File: src/rtl/mem_arbiter_pkg.sv
// Shared types and constants for the fetch/data memory arbiter.
package mem_arbiter_pkg;

  typedef enum logic [1:0] {
    S_IDLE,
    S_ISSUE,
    S_WAIT,
    S_FAULT
  } state_e;

  typedef enum logic {
    OWN_IF,
    OWN_D
  } owner_e;

  // Word accesses only: any set bit under this mask is a misaligned request.
  localparam logic [1:0] ALIGN_MASK = 2'b11;

  function automatic logic is_misaligned(input logic [1:0] addr_lsb);
    return (addr_lsb & ALIGN_MASK) != 2'b00;
  endfunction

endpackage

File: src/rtl/mem_arb_prio.sv
// Winner selection between fetch and data requesters, with a bounded data
// streak so a waiting fetch is never starved.
module mem_arb_prio
  import mem_arbiter_pkg::*;
#(
  parameter int MAX_DATA_BURST = 4
) (
  input  logic   clk,
  input  logic   reset,
  input  logic   grant_en,
  input  logic   if_req,
  input  logic   d_req,
  output logic   gnt_valid,
  output owner_e gnt_owner
);

  localparam int CNT_W = $clog2(MAX_DATA_BURST + 1);
  localparam logic [CNT_W-1:0] STREAK_MAX = CNT_W'(MAX_DATA_BURST);

  logic [CNT_W-1:0] streak_q, streak_d;

  always_comb begin
    // NOTE: every always_comb output gets a default first so no path leaves it unassigned (no latch).
    gnt_valid = grant_en && (if_req || d_req);
    gnt_owner = (if_req && (!d_req || streak_q == STREAK_MAX)) ? OWN_IF : OWN_D;
    streak_d  = streak_q;

    if (!if_req) begin
      streak_d = '0;
    end else if (gnt_valid && gnt_owner == OWN_IF) begin
      streak_d = '0;
    end else if (gnt_valid && streak_q != STREAK_MAX) begin
      streak_d = streak_q + CNT_W'(1);
    end
  end

  always_ff @(posedge clk or posedge reset) begin
    // NOTE: sequential state uses non-blocking assignments so all flops update from pre-edge values.
    if (reset) streak_q <= '0;
    else       streak_q <= streak_d;
  end

endmodule

File: src/rtl/mem_arbiter.sv
// Two-master arbiter (instruction fetch, load/store) in front of a single-port
// memory with one outstanding transaction and misaligned-access faulting.
module mem_arbiter
  import mem_arbiter_pkg::*;
#(
  parameter int ADDR_W         = 32,
  parameter int DATA_W         = 32,
  parameter int MAX_DATA_BURST = 4
) (
  input  logic                clk,
  input  logic                reset,
  input  logic                if_req,
  input  logic [ADDR_W-1:0]   if_addr,
  output logic                if_gnt,
  output logic                if_rvalid,
  output logic [DATA_W-1:0]   if_rdata,
  input  logic                d_req,
  input  logic                d_we,
  input  logic [DATA_W/8-1:0] d_be,
  input  logic [ADDR_W-1:0]   d_addr,
  input  logic [DATA_W-1:0]   d_wdata,
  output logic                d_gnt,
  output logic                d_rvalid,
  output logic [DATA_W-1:0]   d_rdata,
  output logic                mem_req,
  output logic                mem_we,
  output logic [DATA_W/8-1:0] mem_be,
  output logic [ADDR_W-1:0]   mem_addr,
  output logic [DATA_W-1:0]   mem_wdata,
  input  logic                mem_ready,
  input  logic                mem_rvalid,
  input  logic [DATA_W-1:0]   mem_rdata,
  output logic                fault
);

  localparam int BE_W = DATA_W / 8;

  state_e              state_q, state_d;
  owner_e              owner_q, owner_d;
  logic                we_q, we_d;
  logic [BE_W-1:0]     be_q, be_d;
  logic [ADDR_W-1:0]   addr_q, addr_d;
  logic [DATA_W-1:0]   wdata_q, wdata_d;

  logic                arb_valid;
  owner_e              arb_owner;

  mem_arb_prio #(
    .MAX_DATA_BURST(MAX_DATA_BURST)
  ) u_prio (
    .clk      (clk),
    .reset    (reset),
    .grant_en (state_q == S_IDLE),
    .if_req   (if_req),
    .d_req    (d_req),
    .gnt_valid(arb_valid),
    .gnt_owner(arb_owner)
  );

  always_comb begin
    state_d   = state_q;
    owner_d   = owner_q;
    we_d      = we_q;
    be_d      = be_q;
    addr_d    = addr_q;
    wdata_d   = wdata_q;

    if_gnt    = 1'b0;
    if_rvalid = 1'b0;
    if_rdata  = '0;
    d_gnt     = 1'b0;
    d_rvalid  = 1'b0;
    d_rdata   = '0;
    mem_req   = 1'b0;
    mem_we    = 1'b0;
    mem_be    = '0;
    mem_addr  = '0;
    mem_wdata = '0;
    fault     = 1'b0;

    unique case (state_q)
      S_IDLE: begin
        if (arb_valid) begin
          owner_d = arb_owner;
          if (arb_owner == OWN_IF) begin
            if_gnt  = 1'b1;
            we_d    = 1'b0;
            be_d    = '1;
            addr_d  = if_addr;
            wdata_d = '0;
          end else begin
            d_gnt   = 1'b1;
            we_d    = d_we;
            be_d    = d_be;
            addr_d  = d_addr;
            wdata_d = d_wdata;
          end
          state_d = is_misaligned(addr_d[1:0]) ? S_FAULT : S_ISSUE;
        end
      end

      S_ISSUE: begin
        mem_req   = 1'b1;
        mem_we    = we_q;
        mem_be    = be_q;
        mem_addr  = addr_q;
        mem_wdata = wdata_q;
        if (mem_ready) begin
          if (we_q) begin
            // Stores complete at the handshake; only the data port writes.
            d_rvalid = 1'b1;
            state_d  = S_IDLE;
          end else begin
            state_d  = S_WAIT;
          end
        end
      end

      S_WAIT: begin
        if (mem_rvalid) begin
          if (owner_q == OWN_IF) begin
            if_rvalid = 1'b1;
            if_rdata  = mem_rdata;
          end else begin
            d_rvalid  = 1'b1;
            d_rdata   = mem_rdata;
          end
          state_d = S_IDLE;
        end
      end

      S_FAULT: begin
        fault = 1'b1;
        if (owner_q == OWN_IF) if_rvalid = 1'b1;
        else                   d_rvalid  = 1'b1;
        state_d = S_IDLE;
      end

      default: state_d = S_IDLE;
    endcase

    // Grants are combinational on the requests, so they must be masked while reset is held.
    if (reset) begin
      if_gnt    = 1'b0;
      if_rvalid = 1'b0;
      if_rdata  = '0;
      d_gnt     = 1'b0;
      d_rvalid  = 1'b0;
      d_rdata   = '0;
      mem_req   = 1'b0;
      mem_we    = 1'b0;
      mem_be    = '0;
      mem_addr  = '0;
      mem_wdata = '0;
      fault     = 1'b0;
    end
  end

  always_ff @(posedge clk or posedge reset) begin
    if (reset) begin
      state_q <= S_IDLE;
      owner_q <= OWN_IF;
      we_q    <= 1'b0;
      be_q    <= '0;
      addr_q  <= '0;
      wdata_q <= '0;
    end else begin
      state_q <= state_d;
      owner_q <= owner_d;
      we_q    <= we_d;
      be_q    <= be_d;
      addr_q  <= addr_d;
      wdata_q <= wdata_d;
    end
  end

endmodule

File: config.mk
export PLATFORM = sky130hd
export DESIGN_NAME = mem_arbiter
export DESIGN_NICKNAME = d
export VERILOG_FILES = /design/src/rtl/mem_arbiter_pkg.sv /design/src/rtl/mem_arb_prio.sv /design/src/rtl/mem_arbiter.sv
export SDC_FILE = /design/constraint.sdc
export NUM_CORES = 1
export LEC_CHECK = 0
export BUFFER_PORTS_ARGS = -buffer_cell sky130_fd_sc_hd__buf_2
export CELL_PAD_IN_SITES_DETAIL_PLACEMENT = 0
export CELL_PAD_IN_SITES_GLOBAL_PLACEMENT = 1
export CORE_ASPECT_RATIO = 1.5
export CORE_MARGIN = 2
export CORE_UTILIZATION = 31
export CTS_CLUSTER_SIZE = 10
export DETAILED_ROUTE_END_ITERATION = 8
export GPL_TIMING_DRIVEN = 0
export PLACE_DENSITY_LB_ADDON = 0.1
export SLEW_MARGIN = 5
export SYNTH_ARGS = -nofsm -noshare
export SYNTH_HDL_FRONTEND = slang
export SYNTH_HIERARCHICAL = 1
export SYNTH_SLANG_ARGS = --single-unit
File: constraint.sdc
create_clock -name clk -period 5.1 [get_ports clk]
set_input_delay 0.255 -clock clk [delete_from_list [all_inputs] [get_ports clk]]
set_output_delay 0.255 -clock clk [all_outputs]
set_load 0.05 [all_outputs]
Word level (Yosys, flattened, before mapping)
Index checks and enable logic that the tools add are counted.

cells by class
  add/subtract/negate cells = 1
  equality and inequality tests = 9
  multiplexer cells = 53
  reduce and logical (&&, ||, !) cells = 11

operators with widths
  operator               count
  $mux W32               16
  $mux W1                23
  $mux W4                3
  $mux W2                5
  $mux W3                3
  $pmux W2 S4            1
  $ne A2 B2 Y1 const B   3
  $eq A2 B2 Y1 const B   2
  $logic_and A1 B1 Y1    4
  $add A3 B1 Y3 const B  1
  $eq A3 B3 Y1 const B   1
  $ne A3 B1 Y1 const B   1
  $ne A3 B3 Y1 const B   1
  $pmux W1 S3            1
  $reduce_and A3 Y1      1
  $eq A2 B1 Y1 const B   1
  $logic_not A2 Y1       1
  $logic_or A1 B1 Y1     2
  $pmux W1 S2            1
  $reduce_and A2 Y1      1
  $reduce_bool A2 Y1     1
  $logic_not A1 Y1       1

word-level totals
  flip-flop bits (word level) = 75

Longest topological paths before layout
  depth in word-level cells = 10
  mapped depth = 10
  gate-level depth less buffers = 7

Modules after synthesis
The synthesis kept the hierarchy.

by module, submodules not included
  module        cells an instance  seq. area each (sq um)  instances  area each (sq um)
  mem_arbiter   517                1801.7                  1          4052.6
  mem_arb_prio  23                 75.1                    1          214.0

Worst setup path after synthesis
Ideal clock, no wire load.

  path kind = in2out
  start point = input port reset
  end point = output port d_rdata[23]
  setup slack = 1217 ps
  required time = 4845 ps
  arrival = 3628 ps
  buffers on the path = 1
  stages = 4
  path through = clkinv_1 clkbuf_1 nand2_1 nor2_1

between the ends
  longest elaborated chain between the ends = 1

RTL lines
  what                RTL line            text
  start: declaration  mem_arbiter.sv:11   input logic reset,
  $mux W32            mem_arbiter.sv:143  if (reset) begin
  end: declaration    mem_arbiter.sv:24   output logic [DATA_W-1:0] d_rdata,

Every way passes these cells.

Final worst setup path
  start point = register state_q[1]
  end point = output port if_gnt

between the ends
  longest elaborated chain between the ends = 5

RTL lines
  what                      RTL line            text
  start: declaration        mem_arbiter.sv:38   state_e state_q, state_d;
  start signal: assignment  mem_arbiter.sv:168  state_q <= state_d;
  $logic_not A2 Y1          mem_arbiter.sv:53   .grant_en (state_q == S_IDLE),
  $logic_and A1 B1 Y1       mem_arb_prio.sv:24  gnt_valid = grant_en && (if_req || d_req);
  via arb_valid             mem_arbiter.sv:45   logic arb_valid;
  $mux W1                   mem_arbiter.sv:83   if (arb_valid) begin
  $mux W1                   mem_arbiter.sv:81   unique case (state_q)
  $mux W1                   mem_arbiter.sv:143
  end: declaration          mem_arbiter.sv:14   output logic if_gnt,

The timed path passes the listed nets, and every way through them passes these cells.

==> summary.md <==
| Metric | Value |
|---|---|
| Die Wd | 99.8 um |
| CTS Sinks | 75 |
| Place WS | around 2.3 ns |
| Leak | between 3 and 4 nW |
| Post_cts resized | 0 |
| Fillers | around 1.4k |
| Worst Skew | roughly 0.0054 ns |
| Setup CP Type | register to primary output |
| Dpl hpwl | ~12,000 um |
| Syn nets | 681 |
| Hold Buf Count CTS | 1 |
| Post-synth cell types | 31 |
| Largest net degree at the start of global routing | 49 |
| Worst-path fanout max | 10 |
| DRT antenna net count | 0 |
| Std cell rows | 52 |
| Vias | 4,592 |
| Worst Setup End Kind | primary output |
| First-pass GRT wire length | 22,600 um |
| Root Buffer | clkbuf_16 |
| Peak VDD IR | 222 uV |
| H-tree depth reported by CTS | 3 |
| Footprint of the multi-input gates | approximately 2200 um2 |
| Fin crit share | 0.610 |
| Leading cell type in the layout, fill and taps excluded | buf_2 |
| Total Die Area | 14,700 um2 |
| Grt ovf | 0 |
| Clock slew at reported path FFs | about 0.060 ns |
| Via density | approximately 4.6 |
| Reg2reg setup slack | around 2.7 ns |
| Max Fclk | 322 MHz |
| Worst-Margin Slew | between 0.5 and 0.6 ns |
| Tot GR Track Use | 0.195 |
| CP required | 4.85 ns |
| CTS Buf Count | 9 |
| Final min period | about 3.1 ns |
| Top-area cell type share of the netlist area | 0.440 |
| Initial core utilization | 0.317 |
| Relative slew margins | 0.625 |
| Nets | 971 |
| Post-synthesis sequential area ratio | 0.440 |
| Drt pass-1 iters | 4 |
| Post-Syn Instances | 540 |
| CTS tree | yes |
| RD Place Congestion | around 0.79 |
| Final Util | 0.461 |
| I/O Buffers | 277 |
| Worst hold path class | primary input to register |
| Yosys reg bits | between 70 and 80 |
| Fin worst setup slack | approximately 2 ns |
| Status | finished clean |
| Share of cells above drive strength 1 | 0.383 |
| FF+latch area | approximately 1900 um2 |
| Syn Area/Cell | roughly 8 um2 |
| Final Cell Area | slightly above 6000 um2 |
| RSZ-0062 raised after global routing | false |
| Hold Crit Depth | 3 |
| Cell taking the most area after synthesis | dfrtp_1 |
| Ys Warns | 6 |
| Core Footprint | 13,500 um2 |
| Final Slew Violations | 0 |
| Pwr Total | between 2 and 3 mW |
| Worst hold margin | around 0.15 ns |
| Cell area after synthesis | 4270 um2 |
| Ranking of synthesized cells by area | dfrtp_1 44%, nand2_1 12%, and2_1 10% |
| Cells on worst reg2reg path | 8 |
| I/O Pins | roughly 280 |
| Max-Cap Viols | 0 |
| Most frequent cells in the layout | 296 x buf_2, 136 x nand2_1, 75 x dfrtp_1 |
| Startpoint Class | register |
| Clk buf depth | 2 |
| Initial antenna violation count | 2 |
| Postcts setup bufs | 0 |
| Die H | 148 um |
| # setup viols final | 0 |
| DRC | 0 |
| Area delta synth->final | 45.6% |
| Wire per inst | between 10 and 15 um |
| Routed WL | 14,800 um |
| PwrDens | about 480 nW/um2 |
| Area after DPL | approximately 6000 um2 |
| Final Hold Viols | 0 |
| Vias in the first global route | around 4.6k |
| Critical Path AT | roughly 2.9 ns |
| DRT iter0 DRCs | between 100 and 150 |
| Worst-skew pair later-pin latency | 0.33 ns |
[power breakdown]
part           total (mW)  switching (mW)  internal (mW)
clock               0.669           0.242          0.427
combinational        1.34           0.938          0.402
sequential          0.991           0.128          0.863
total                3.00            1.31           1.69
[worst max-delay path, stage by stage, from the launching register on]
cell and delay (ns):
dfrtp_1 0.45, clkbuf_1 0.23, nor2_1 0.27, inv_1 0.13, nor2_1 0.22, or3b_1 0.36
buf_2 0.19, buf_2 0.21, nor3_1 0.16, buf_2 0.30
[layer usage]
metal  share of wire  GRT usage
met1            0.38      0.202
met2            0.52      0.366
met3           0.088     0.0667
met4           0.017     0.0562
met5               0          0
[Yosys cell counts (all sizes together)]
master,n
buf,21
a21oi,2
or3b,1
clkbuf,21
o21ai,35
clkinv,1
inv,9
and3,2
nand4b,2
a31oi,4
nor4b,1
nand2b,1
o31a,1
or3,1
and2,70
o21a,1
ha,2
nor3,2
nand3,36
nand2,136
dfrtp,75
mux2i,32
nor2,73
a2111oi,1
and3b,1
a21boi,4
nor3b,5
[per-stage QoR]
step / std cells / TNS [ns]
after floorplan: 540 / 0
after global placement: 979 / -0.283
after detailed placement: 980 / 0
after CTS: 997 / 0
after global routing: 997 / 0
final: 999 / 0
[worst paths after layout]
kind / start / to
setup reg to reg: u_prio/streak_q[0] / addr_q[31]
min in group asynchronous: reset / u_prio/streak_q[1]
hold / removal: d_wdata[5] / wdata_q[5]
setup / recovery: state_q[1] / if_gnt
max in group asynchronous: reset / wdata_q[30]
hold reg to reg: wdata_q[26] / wdata_q[26]
[cell families after synthesis]
group / share of synthesized area
buffers and inverters: 0.0548
AO/OA/AOI/OAI: 0.0648
multiplexers: 0.0751
flip-flops: 0.440
AND/OR/NAND/NOR: 0.360
adder cells (fa/ha/maj): 0.00586
[area by class of cell]
cell class              count  share of cell area
diodes                      2            0.000806
plain buffers              42              0.0322
clock buffers              11              0.0375
clock inverters             5              0.0125
inverters                  10             0.00604
multi-input cells         413               0.347
flip-flops and latches     75               0.302
well taps                 162              0.0326
repair buffers            279               0.229
[sequential cells by signal, indices dropped and copies added (netlist names)]
name,count
addr_q,32
state_q,2
we_q,1
owner_q,1
u_prio/streak_q,3
wdata_q,32
be_q,4
Power figures use the tool's default switching activity.
